==> config.mk <==
export PLATFORM = sky130hd
export DESIGN_NAME = regfile_wb_arbiter
export DESIGN_NICKNAME = d
export VERILOG_FILES = /design/src/rtl/regfile_wb_arbiter_pkg.sv /design/src/rtl/regfile_wb_arbiter_wb_fifo.sv /design/src/rtl/regfile_wb_arbiter.sv
export SDC_FILE = /design/constraint.sdc
export NUM_CORES = 1
export LEC_CHECK = 0
export CORE_AREA = 2 2 126 128
export CTS_BUF_LIST = sky130_fd_sc_hd__clkbuf_4 sky130_fd_sc_hd__clkbuf_8
export CTS_CLUSTER_SIZE = 14
export DETAILED_ROUTE_END_ITERATION = 12
export DIE_AREA = 0 0 128 130
export HOLD_SLACK_MARGIN = 0.1
export PLACE_DENSITY = 0.93
export RECOVER_POWER = 100
export SYNTH_ARGS = -nofsm -noshare
export SYNTH_HDL_FRONTEND = slang
export SYNTH_SLANG_ARGS = --single-unit
export TNS_END_PERCENT = 100
==> constraint.sdc <==
create_clock -name clk -period 4.8 [get_ports clk]
set_input_delay 1.44 -clock clk [delete_from_list [all_inputs] [get_ports clk]]
set_output_delay 1.44 -clock clk [all_outputs]
set_load 0.05 [all_outputs]
==> src/rtl/regfile_wb_arbiter_pkg.sv <==
// Shared types for the register-file write-back path.
//   reg_num_t  : 5-bit architectural register number
//   word_t     : 32-bit data word
//   wb_entry_t : one queued write-back {dst, data}
//   reg_onehot : one-hot decode of a register number into a 32-bit mask
package regfile_wb_arbiter_pkg;

    localparam int unsigned NUM_REGS = 32;

    typedef logic [4:0]  reg_num_t;
    typedef logic [31:0] word_t;

    typedef struct packed {
        reg_num_t dst;
        word_t    data;
    } wb_entry_t;

    function automatic logic [NUM_REGS-1:0] reg_onehot(input reg_num_t r);
        return {{(NUM_REGS-1){1'b0}}, 1'b1} << r;
    endfunction

endpackage

==> src/rtl/regfile_wb_arbiter_wb_fifo.sv <==
// wb_fifo: small load-return queue of wb_entry_t.
//   clk, rst_n    : clock, asynchronous active-low reset
//   push, din     : enqueue din (ignored when full)
//   pop, dout     : dequeue; dout always shows the head entry
//   full, empty   : occupancy flags, from registered state only
//   entry_valid   : per-slot occupied flag
//   entry_dst     : per-slot destination register (meaningful only where valid)
// Storage is a flat register array so every slot's dst is visible at once
// for the pending-load mask.
module wb_fifo
    import regfile_wb_arbiter_pkg::*;
#(
    parameter int unsigned DEPTH = 4
) (
    input  logic                  clk,
    input  logic                  rst_n,
    input  logic                  push,
    input  logic                  pop,
    input  wb_entry_t             din,
    output wb_entry_t             dout,
    output logic                  full,
    output logic                  empty,
    output logic [DEPTH-1:0]      entry_valid,
    output logic [DEPTH-1:0][4:0] entry_dst
);

    localparam int unsigned PTR_W = $clog2(DEPTH);
    localparam int unsigned CNT_W = PTR_W + 1;

    wb_entry_t          mem_q [DEPTH];
    logic [DEPTH-1:0]   valid_q;
    logic [PTR_W-1:0]   wr_ptr_q;
    logic [PTR_W-1:0]   rd_ptr_q;
    logic [CNT_W-1:0]   count_q;

    logic do_push;
    logic do_pop;

    assign full    = (count_q == CNT_W'(DEPTH));
    assign empty   = (count_q == '0);
    assign do_push = push && !full;
    assign do_pop  = pop && !empty;
    assign dout    = mem_q[rd_ptr_q];

    // Pointers are PTR_W bits wide, so with DEPTH a power of two they wrap
    // modulo DEPTH without explicit compare logic.
    always_ff @(posedge clk or negedge rst_n) begin
        if (!rst_n) begin
            wr_ptr_q <= '0;
            rd_ptr_q <= '0;
            count_q  <= '0;
        end else begin
            if (do_push) begin
                wr_ptr_q <= wr_ptr_q + 1'b1;
            end
            if (do_pop) begin
                rd_ptr_q <= rd_ptr_q + 1'b1;
            end
            unique case ({do_push, do_pop})
                2'b10:   count_q <= count_q + 1'b1;
                2'b01:   count_q <= count_q - 1'b1;
                default: count_q <= count_q;
            endcase
        end
    end

    // A slot is written and read in the same cycle only when the queue is
    // full or empty, and the guards above exclude both, so set/clear never
    // collide on one slot.
    always_ff @(posedge clk or negedge rst_n) begin
        if (!rst_n) begin
            valid_q <= '0;
        end else begin
            for (int i = 0; i < DEPTH; i++) begin
                if (do_push && (wr_ptr_q == PTR_W'(i))) begin
                    valid_q[i] <= 1'b1;
                end else if (do_pop && (rd_ptr_q == PTR_W'(i))) begin
                    valid_q[i] <= 1'b0;
                end
            end
        end
    end

    // Payload needs no reset: a slot is only observed while its valid bit is set.
    always_ff @(posedge clk) begin
        if (do_push) begin
            mem_q[wr_ptr_q] <= din;
        end
    end

    assign entry_valid = valid_q;

    generate
        for (genvar gi = 0; gi < DEPTH; gi++) begin : g_dst
            assign entry_dst[gi] = mem_q[gi].dst;
        end
    endgenerate

endmodule

==> src/rtl/regfile_wb_arbiter.sv <==
// regfile_wb_arbiter: single write-port initiator for the 32x32 register file.
// Merges single-cycle ALU results with variable-latency load returns.
// Load returns are buffered in wb_fifo.
//   clk, rst_n                   : clock, asynchronous active-low reset
//   alu_valid/alu_dst/alu_data   : ALU result (no ready; upstream honours alu_stall)
//   ld_valid/ld_ready/ld_dst/ld_data : load return, valid/ready handshake
//   alu_stall                    : registered; asks upstream to withhold ALU results
//   pend_mask                    : bit r set while a queued load targets r
//   wr_num/wr_data/wr_en         : registered regfile write port
// ALU results win the port; a queued load that loses for STARVE_MAX cycles
// raises alu_stall until the queue drains.
module regfile_wb_arbiter
    import regfile_wb_arbiter_pkg::*;
#(
    parameter int unsigned DEPTH      = 4,
    parameter int unsigned STARVE_MAX = 8
) (
    input  logic        clk,
    input  logic        rst_n,
    input  logic        alu_valid,
    input  logic [4:0]  alu_dst,
    input  logic [31:0] alu_data,
    input  logic        ld_valid,
    output logic        ld_ready,
    input  logic [4:0]  ld_dst,
    input  logic [31:0] ld_data,
    output logic        alu_stall,
    output logic [31:0] pend_mask,
    output logic [4:0]  wr_num,
    output logic [31:0] wr_data,
    output logic        wr_en
);

    localparam int unsigned STARVE_W = (STARVE_MAX > 1) ? $clog2(STARVE_MAX) : 1;
    localparam logic [STARVE_W-1:0] STARVE_LIMIT = STARVE_W'(STARVE_MAX - 1);

    // FIFO interface
    logic                  fifo_push;
    logic                  fifo_pop;
    logic                  fifo_full;
    logic                  fifo_empty;
    wb_entry_t             fifo_din;
    wb_entry_t             fifo_dout;
    logic [DEPTH-1:0]      entry_valid;
    logic [DEPTH-1:0][4:0] entry_dst;

    // Arbitration
    logic alu_issue;

    // State
    logic [STARVE_W-1:0] starve_cnt_q, starve_cnt_d;
    logic                alu_stall_q,  alu_stall_d;
    logic                wr_en_q,      wr_en_d;
    reg_num_t            wr_num_q,     wr_num_d;
    word_t               wr_data_q,    wr_data_d;

    // ld_ready depends on stored occupancy only, so a pop in the same cycle
    // does not reopen a full queue.
    assign ld_ready = !fifo_full;

    // Loads to r0 complete the handshake but never enter the queue.
    assign fifo_push     = ld_valid && ld_ready && (ld_dst != '0);
    assign fifo_din.dst  = ld_dst;
    assign fifo_din.data = ld_data;

    // ALU results to r0, or presented while stalled, are dropped and leave
    // the cycle free for the queue head.
    assign alu_issue = alu_valid && (alu_dst != '0) && !alu_stall_q;
    assign fifo_pop  = !alu_issue && !fifo_empty;

    wb_fifo #(
        .DEPTH (DEPTH)
    ) u_fifo (
        .clk         (clk),
        .rst_n       (rst_n),
        .push        (fifo_push),
        .pop         (fifo_pop),
        .din         (fifo_din),
        .dout        (fifo_dout),
        .full        (fifo_full),
        .empty       (fifo_empty),
        .entry_valid (entry_valid),
        .entry_dst   (entry_dst)
    );

    always_comb begin
        pend_mask = '0;
        for (int i = 0; i < DEPTH; i++) begin
            if (entry_valid[i]) begin
                pend_mask = pend_mask | reg_onehot(entry_dst[i]);
            end
        end
        pend_mask[0] = 1'b0;
    end

    // Starvation: count cycles the head waits behind the ALU. The stall is
    // raised once the wait reaches STARVE_MAX and held until the queue is
    // seen empty, so a burst of returns drains completely.
    always_comb begin
        starve_cnt_d = starve_cnt_q;
        alu_stall_d  = alu_stall_q;
        if (fifo_empty || fifo_pop) begin
            starve_cnt_d = '0;
        end else if (starve_cnt_q != STARVE_LIMIT) begin
            starve_cnt_d = starve_cnt_q + 1'b1;
        end
        if (fifo_empty) begin
            alu_stall_d = 1'b0;
        end else if (!fifo_pop && (starve_cnt_q == STARVE_LIMIT)) begin
            alu_stall_d = 1'b1;
        end
    end

    // Write port: wr_num/wr_data keep their last values on idle cycles.
    always_comb begin
        wr_en_d   = alu_issue || fifo_pop;
        wr_num_d  = wr_num_q;
        wr_data_d = wr_data_q;
        if (alu_issue) begin
            wr_num_d  = alu_dst;
            wr_data_d = alu_data;
        end else if (fifo_pop) begin
            wr_num_d  = fifo_dout.dst;
            wr_data_d = fifo_dout.data;
        end
    end

    always_ff @(posedge clk or negedge rst_n) begin
        if (!rst_n) begin
            starve_cnt_q <= '0;
            alu_stall_q  <= 1'b0;
            wr_en_q      <= 1'b0;
            wr_num_q     <= '0;
            wr_data_q    <= '0;
        end else begin
            starve_cnt_q <= starve_cnt_d;
            alu_stall_q  <= alu_stall_d;
            wr_en_q      <= wr_en_d;
            wr_num_q     <= wr_num_d;
            wr_data_q    <= wr_data_d;
        end
    end

    assign alu_stall = alu_stall_q;
    assign wr_en     = wr_en_q;
    assign wr_num    = wr_num_q;
    assign wr_data   = wr_data_q;

endmodule

==> results of run 1 <==
-- worst max-delay path, stage by stage (launching register included) --
cell,delay (ns)
sky130_fd_sc_hd__dfrtp_1,0.43
sky130_fd_sc_hd__inv_1,0.11
sky130_fd_sc_hd__nor3_1,0.58
sky130_fd_sc_hd__a22oi_1,0.17
sky130_fd_sc_hd__o221ai_1,0.13
sky130_fd_sc_hd__dlygate4sd3_1,0.90
-- sequential cells by signal (all words and copies together) (netlist names) --
signal / count
wr_num: 5
starve_cnt_q: 3
u_fifo.rd_ptr_q: 2
u_fifo.count_q: 3
u_fifo.mem_q: 148
u_fifo.wr_ptr_q: 2
wr_en: 1
u_fifo.entry_valid: 4
alu_stall: 1
wr_data: 32
-- per-stage QoR --
stage,power [mW],utilization (%),cell area (um2),hold slack [ns]
floorplan,4.54,-,9060,0.494
global route,7.09,72.8,11200,0.544
finish,6.81,72.8,11200,0.529
detailed placement,5.47,69.1,10700,0.521
CTS,6.90,73.1,11300,0.536
global placement,5.34,69.1,10700,0.509
-- layer usage --
| layer | vias up | share of wire, % | track usage, % |
|---|---|---|---|
| li1 | 2760 | - | - |
| met1 | 3253 | 36 | 36.3 |
| met2 | 389 | 52 | 51.5 |
| met3 | 94 | 6.9 | 3.61 |
| met4 | 0 | 4.4 | 14.2 |
| met5 | - | 0 | 0 |
-- cells by family (layout without fill, tap and decap cells) --
kind of cell	Yosys count	count (layout)	synth area share (%)
adders and majority gates	12	12	1.74
AOI/OAI and AO/OA	148	148	12.0
buffers and inverters	51	226	2.95
DFF	201	201	63.7
and+or+nand+nor	176	176	9.53
muxes	40	40	9.54
other	1	5	0.0414
xor gates and xnor gates	6	6	0.580
-- power breakdown --
group / internal [mW] / switching [mW] / total, mW
sequential: 2.36 / 0.345 / 2.70
clock: 0.766 / 0.644 / 1.41
combinational: 0.955 / 1.74 / 2.70
-- path summary, 6_finish.rpt --
check,to,depth (start not counted)
setup / recovery,pend_mask[1],5
hold / removal,alu_stall$_DFFE_PN0P_,2
hold reg to reg,alu_stall$_DFFE_PN0P_,2
min in group asynchronous,wr_data[21]$_DFFE_PN0P_,2
max in group asynchronous,u_fifo.rd_ptr_q[1]$_DFFE_PN0P_,2
setup reg to reg,u_fifo.mem_q[1][8]$_DFFE_PP_,4
-- cell type report --
cell class | count | area (um2) | area share (%)
clock buffers | 45 | 532 | 4.73
clock inverters | 11 | 85.1 | 0.757
flip-flops and latches | 201 | 5770 | 51.4
diodes | 4 | 10.0 | 0.0891
repair buffers | 157 | 1530 | 13.6
multi-input cells | 383 | 3010 | 26.8
well taps | 192 | 240 | 2.14
inverters | 13 | 48.8 | 0.434
-- Yosys cell counts (4+ instances only) --
cell / instances / share of area [%]
sky130_fd_sc_hd__nor3_1: 7 / 0.39
sky130_fd_sc_hd__nand3b_1: 12 / 0.99
sky130_fd_sc_hd__or3_1: 5 / 0.35
sky130_fd_sc_hd__a31oi_1: 4 / 0.28
sky130_fd_sc_hd__inv_1: 13 / 0.54
sky130_fd_sc_hd__nor2_1: 60 / 2.5
sky130_fd_sc_hd__o211ai_1: 5 / 0.41
sky130_fd_sc_hd__and2_1: 4 / 0.28
sky130_fd_sc_hd__buf_6: 4 / 0.50
sky130_fd_sc_hd__a221o_1: 10 / 1.1
sky130_fd_sc_hd__nand3_1: 10 / 0.55
sky130_fd_sc_hd__ha_1: 11 / 1.5
sky130_fd_sc_hd__o22ai_1: 14 / 0.97
sky130_fd_sc_hd__a21oi_2: 40 / 3.9
sky130_fd_sc_hd__edfxtp_1: 148 / 49
sky130_fd_sc_hd__o221ai_1: 12 / 1.2
sky130_fd_sc_hd__dfrtp_1: 53 / 15
sky130_fd_sc_hd__nor3b_1: 7 / 0.58
sky130_fd_sc_hd__or3b_2: 7 / 0.68
sky130_fd_sc_hd__a21o_1: 4 / 0.33
sky130_fd_sc_hd__a21oi_1: 42 / 2.3
sky130_fd_sc_hd__nand2_1: 52 / 2.2
sky130_fd_sc_hd__mux4_2: 37 / 9.2
sky130_fd_sc_hd__a211o_1: 4 / 0.39
sky130_fd_sc_hd__buf_2: 10 / 0.55
sky130_fd_sc_hd__buf_4: 6 / 0.50
sky130_fd_sc_hd__clkbuf_1: 17 / 0.70
-- placed cells by master (no fill, tap or decap), drive strengths merged, types with 12 or more instances in the layout --
| master | instances |
|---|---|
| mux4 | 37 |
| nand3b | 12 |
| edfxtp | 148 |
| o22ai | 14 |
| clkbuf | 49 |
| o221ai | 12 |
| nand2 | 52 |
| dfrtp | 53 |
| nor2 | 61 |
| inv | 13 |
| clkdlybuf4s50 | 38 |
| dlygate4sd3 | 109 |
| a21oi | 82 |
==> summary by stage, run 1 <==
Detailed routing
The final wirelength is 24700 um. In the final routed layout, each cell accounts on average for 24.5 um. The total DRC errors in the routed layout is 0. The first-pass iteration count of the detailed router is 5.

The detail route stage leaves a number of antenna-violating nets equal to 0. After detailed routing, the number of vias per cell comes to 6.46. The via count is 6496. The iteration-0 DRC count of the detailed router is between 500 and 600.

Clock tree
The CTS tree is built. Clock latency on the worst-skew pair, taken at its later pin, is 0.57 ns. The tree is rooted in a sky130_fd_sc_hd__clkbuf_8. Post-CTS repair changed the size of 0 cells. Counting the buffers created by CTS gives 30. The CTS clock-pin slew for the worst setup and hold paths is 0.06 ns.

The post-CTS setup-driven buffer insertion count is 0. In this run the number of H-tree levels came out at 1. The maximum count of clock buffers along a single path is 3.

Buffers inserted to repair hold after CTS numbered 0. For this design, the sink count on the clock tree is 201.

Layout
From synthesis to final layout, the design area changed by 24.0%. The final-stage net count is 876. The final cell count without fillers is 1006. Counting the fill cells in the layout gives 923. Of the cells placed in the final design, the portion with a size suffix greater than 1 is 18.1%.

Hold path
The critical hold path startpoint is alu_stall$_DFFE_PN0P_. The tightest min-delay check is of the register to register type.

Logic synthesis
The mapped cell area is ~9100 um2. The yosys synthesis warning count is 0. The number of enable flip-flop cells after synthesis is 148. Dividing the synthesized area by the synthesized cell count gives 14.3 um2. After synthesis, flip-flops and latches occupy 63.7% of the total area.

After synthesis the netlist holds a flip-flop and latch count of 201. Counting flops with an async set or reset pin after synthesis yields a share of about a quarter. The number of distinct library cell variants in the gate-level netlist after synthesis is 50.

Counting every instance in the synthesized netlist gives between 600 and 700. The net count after synthesis is 725. Among all flip-flop cells after synthesis, the most frequent one is sky130_fd_sc_hd__edfxtp_1.

Global routing
The number of global-route vias before repair came to 6623. The first global-routing pass estimated 36700 um of wire. The initial antenna violation count is 2. Global routing used 29.2% of the available tracks across all layers. The residual overflow from global routing is 0.

The maximum number of pins on one net before global-route repair is between 50 and 60.

STA
The final period utilization is 89.8%. Timing would allow up to roughly 230 MHz. After routing, the total negative slack on setup checks comes to 0 ns.

The worst max-slew margin expressed relative to the limit is -107%. The setup clock skew after layout is around 0.042 ns. Setup violations remaining at the end of the flow were counted as 0. The total count of max-transition violations in the final report is roughly 230. The final hold violation count is 0.

The minimum setup slack in the final design is 0.489 ns. Setup repair after global routing left no endpoint under its margin. The minimum clock period is 4.31 ns. The slew at the pin with the worst max-slew slack is 3.11 ns.

Setup path
The arrival time reported for the critical path endpoint is roughly 2.9 ns. The worst setup path is launched from a register. The worst endpoint required time is 3.36 ns. The worst register-to-register path begins at u_fifo.count_q[0]$_DFFE_PN0P_. STA classifies the critical path endpoint as a primary output.

The type of the worst setup path is register to primary output. The top fanout value on the critical path is 5. The register-to-register path setup slack is 1.63 ns.

The startpoint of the worst setup timing path is u_fifo.entry_valid[0]$_DFFE_PN0P_.

Power
The power density over the cells is 606 nW/um2. The analysis attributes to cell leakage a power of around 4 nW. The worst IR drop on VDD is 0.374 mV.

Placement
The final weighted congestion in routability-driven placement is 0.871. Detailed placement finished with a half-perimeter wire length of 15700 um. The worst setup slack after placement is 0.728 ns. During placement, the flow inserted port buffers numbering between 100 and 150. Once placement completed, the tool counted placed cells totaling 946.

Floorplanning
The die covers approximately 17000 um2. 150 I/O pins were placed. The die is around 130 um wide.

For this configuration, the core starts out at a cell density of 58.8%. The chip height is 130 um. The core region is 15400 um2. The number of rows in the core area is between 40 and 50.

Job
Max-cap violations in this run came to 6.

Run status
The final reports fail on capacitance limit, slew limit. The flow ran to the end, but the final reports show violations.
(Power assumes the default switching activity.)
==> inputs of run 2 (changes only) <==
--- a/config.mk
+++ b/config.mk
@@ -13,6 +13,7 @@
 export HOLD_SLACK_MARGIN = 0.1
 export PLACE_DENSITY = 0.93
 export RECOVER_POWER = 100
+export SKIP_LAST_GASP = 1
 export SYNTH_ARGS = -nofsm -noshare
 export SYNTH_HDL_FRONTEND = slang
 export SYNTH_SLANG_ARGS = --single-unit
==> results of run 2 <==
Final layout, timing and power as in run 1 (identical DEF).
==> inputs of run 3 (changes only) <==
--- a/config.mk
+++ b/config.mk
@@ -5,15 +5,18 @@
 export SDC_FILE = /design/constraint.sdc
 export NUM_CORES = 1
 export LEC_CHECK = 0
-export CORE_AREA = 2 2 126 128
+export CELL_PAD_IN_SITES_DETAIL_PLACEMENT = 0
+export CELL_PAD_IN_SITES_GLOBAL_PLACEMENT = 1
+export CORE_AREA = 2 2 140 142
 export CTS_BUF_LIST = sky130_fd_sc_hd__clkbuf_4 sky130_fd_sc_hd__clkbuf_8
 export CTS_CLUSTER_SIZE = 14
 export DETAILED_ROUTE_END_ITERATION = 12
-export DIE_AREA = 0 0 128 130
+export DIE_AREA = 0 0 142 144
 export HOLD_SLACK_MARGIN = 0.1
-export PLACE_DENSITY = 0.93
+export PLACE_DENSITY = 0.91
 export RECOVER_POWER = 100
 export SKIP_LAST_GASP = 1
+export SLEW_MARGIN = 5
 export SYNTH_ARGS = -nofsm -noshare
 export SYNTH_HDL_FRONTEND = slang
 export SYNTH_SLANG_ARGS = --single-unit
==> run 3 against run 2 <==
The flow still finishes with violations (capacitance limit, slew limit); utilization decreased by 14 points; non-clock buffer count decreased by 1; die area increased by 23%; clock-buffer cell count decreased by 1; sequential share of layout area decreased by 0.28 points; combinational power decreased by 3%; register-to-register slack improved by 0.07 ns; routed wire length decreased by 9.6%; critical endpoint is now pend_mask[22].
==> summary by stage, run 3 (synthesis results as in run 1) <==
Run status
The run finished, with violations left. The checks that failed: capacitance limit, slew limit.

Detailed routing
The total DRC errors in the routed layout is 0 (unchanged). The final wirelength is 22300 um (-9.6%). The via-per-instance ratio is 5.94 (-8.0%). The iteration-0 DRC count of the detailed router is 446 (-17%).

The first-pass iteration count of the detailed router is 6 (+1). The count of nets left with antenna violations after detail routing is 0 (unchanged). The via count is 6230 (-4.1%). The average wire length per cell after detail routing is 21.3 um (-13%).

Setup path
The arrival time reported for the critical path endpoint is 2.89 ns (+0.02 ns). The cell family with the largest share of critical-path delay is buffers and inverters. The type of the worst setup path is register to primary output. The top fanout value on the critical path is 8 (+3). The slowest stage of the critical path belongs to the cell sky130_fd_sc_hd__dlygate4sd3_1. The startpoint of the worst-slack reg-to-reg timing path is u_fifo.count_q[0]$_DFFE_PN0P_.

The worst endpoint required time is 3.36 ns (about the same). The worst setup path is launched from a register. The delay of the slowest cell on the worst path is 0.88 ns (-0.02 ns).

The startpoint of the worst setup timing path is u_fifo.mem_q[2][35]$_DFFE_PP_. The critical path buffer and inverter count is 1 (-1). The kind of end point of the critical path is a primary output. The critical path goes through nand3b_1 -> o22ai_1 -> a221o_1 -> dlygate4sd3_1.

Layout
The flip-flop count of the largest register, all copies and words added is 148 (unchanged). Relative to the synthesized area, the layout overhead comes to 24.6%. The final cell count without fillers is 1049 (+4.3%). Ranked by flip-flop count, first place goes to u_fifo.mem_q. The final-stage net count is 876 (unchanged). The antenna diode count is 0 (-4).

The commonest non-fill, non-tap cell in the layout is sky130_fd_sc_hd__edfxtp_1. The proportion of layout cells with a drive suffix above 1 is 18.6% (+0.47 points). Leaving out fill and tap cells, the most frequent cells in the layout are 148 x sky130_fd_sc_hd__edfxtp_1, 109 x sky130_fd_sc_hd__dlygate4sd3_1, 60 x sky130_fd_sc_hd__nor2_1.

Hold path
The critical hold path startpoint is wr_num[3]$_DFFE_PN0P_. The tightest min-delay check is of the register to register type.

STA
The final hold violation count is 0 (unchanged). The minimum clock period was 4.33 ns (+0.0197 ns). The number of setup violations in the final report is 0 (unchanged). The setup clock skew after layout is 0.0114 ns (-0.0307 ns). The final period utilization is 90.2% (+0.41 points). The highest clock frequency the design can meet is 231 MHz (-0.45%). The total count of max-transition violations in the final report is 202 (-11%).

Setup repair after global routing left no endpoint under its margin. The final sum of negative setup slack is 0 ns (unchanged). The minimum setup slack in the final design is 0.469 ns (-0.0197 ns). The slew at the pin with the worst max-slew slack is 2.16 ns (-0.944 ns).

The worst max-slew margin expressed relative to the limit was -44.2% (+63 points).

Clock tree
TritonCTS built the clock tree. The post-CTS setup-driven buffer insertion count is 0 (unchanged). The number of buffers inserted for hold repair after clock tree synthesis is 0 (unchanged). The CTS clock-pin slew for the worst setup and hold paths is 0.07 ns (about the same).

The total number of clock tree sinks was 201 (unchanged). The clock insertion delay at the later pin of the skew report was 0.55 ns (-0.02 ns). The number of H-tree branching levels came to 1 (unchanged). The TritonCTS buffer count came to 31 (+3.3%). The post-CTS resize count came to 0 (unchanged). The tree is rooted in a sky130_fd_sc_hd__clkbuf_8. The maximum count of clock buffers along a single path is 3 (unchanged).

Power
The static power due to leakage came to 4.12 nW (about the same). The overall power came to 6.73 mW (-1.2%). The worst IR drop on VDD came to 0.302 mV (-19%). The power density over the cells is 596 nW/um2 (-1.7%).

Global routing
The maximum number of pins on one net before global-route repair came to 43 (-20%). The initial antenna violation count is 0 (-2). The residual overflow from global routing is 0 (unchanged). The number of global-route vias before repair was 6476 (-2.2%). The overall fraction of global-route tracks in use is 21.8% (-7.4 points). The global-route wire length before repair is 34500 um (-6.1%).

Placement
The placed wire-length estimate after detailed placement is 14500 um (-7.5%). The placed instance count is 991 (+4.8%). The final weighted congestion in routability-driven placement is 0.837 (-3.9%). The worst setup slack after placement is 0.805 ns (+0.0767 ns). The count of input and output buffers is 148 (unchanged).

Floorplanning
The number of top-level pins is 150 (unchanged). The core area is 19100 um2 (+24%). The chip height came to 144 um (+11%).

The horizontal die dimension is 142 um (+11%). The effective utilization at floorplan came to 47.5% (-11 points). The number of rows in the core area came to 51 (+11%).

The total die area is 20400 um2 (+23%).

Job
The number of maximum-capacitance violations was 6 (unchanged).
-- run 3: changes by cell type in the layout (fill, tap and decap cells not counted), sizes merged --
cell | previous run | this run
clkinvlp | 0 | 1
clkinv | 10 | 12
diode | 4 | 0
buf | 6 | 4
-- run 3: path summary, 6_finish.rpt --
path | to | depth (start not counted) | slack (ns)
setup / recovery | pend_mask[22] | 4 | 0.47
hold / removal | wr_num[3]$_DFFE_PN0P_ | 2 | 0.54
setup reg to reg | u_fifo.mem_q[1][5]$_DFFE_PP_ | 4 | 1.70
hold reg to reg | wr_num[3]$_DFFE_PN0P_ | 2 | 0.54
max in group asynchronous | wr_data[3]$_DFFE_PN0P_ | 2 | 1.46
min in group asynchronous | wr_data[15]$_DFFE_PN0P_ | 1 | 1.52
-- run 3: cell type report --
class	count	area, um2
well taps	238	298
multi-input cells	383	3030
repair buffers	156	1520
clock inverters	14	92.6
flip-flops and latches	201	5770
inverters	13	48.8
fillers	1482	7780
clock buffers	44	537
-- run 3: power by group --
| group | internal (mW) | total (mW) | switching [mW] |
|---|---|---|---|
| logic | 0.953 | 2.62 | 1.67 |
| registers | 2.36 | 2.70 | 0.340 |
| clock network | 0.777 | 1.41 | 0.637 |
| total | 4.09 | 6.73 | 2.65 |
-- run 3: per-stage QoR --
stage	area (um2)	hold WS [ns]	utilization [%]
after CTS	11300	0.543	59.4
final	11300	0.537	59.2
after detailed placement	10700	0.529	56.1
after global placement	10700	0.524	56.1
after global routing	11300	0.551	59.2
after floorplan	9060	0.494	-
-- run 3: routing by layer --
| metal | global-route usage (%) | part of all wire, % |
|---|---|---|
| met5 | 0 | 0 |
| met4 | 8.89 | 2.7 |
| met3 | 2.75 | 7.1 |
| met2 | 37.9 | 51 |
| met1 | 28.0 | 40 |
-- run 3: worst register-to-register path, stage by stage (launching register included) --
cell and delay (ns):
sky130_fd_sc_hd__dfrtp_1 0.44, sky130_fd_sc_hd__inv_1 0.12, sky130_fd_sc_hd__nand3_1 0.20, sky130_fd_sc_hd__o211a_1 0.37
sky130_fd_sc_hd__and2_1 1.53
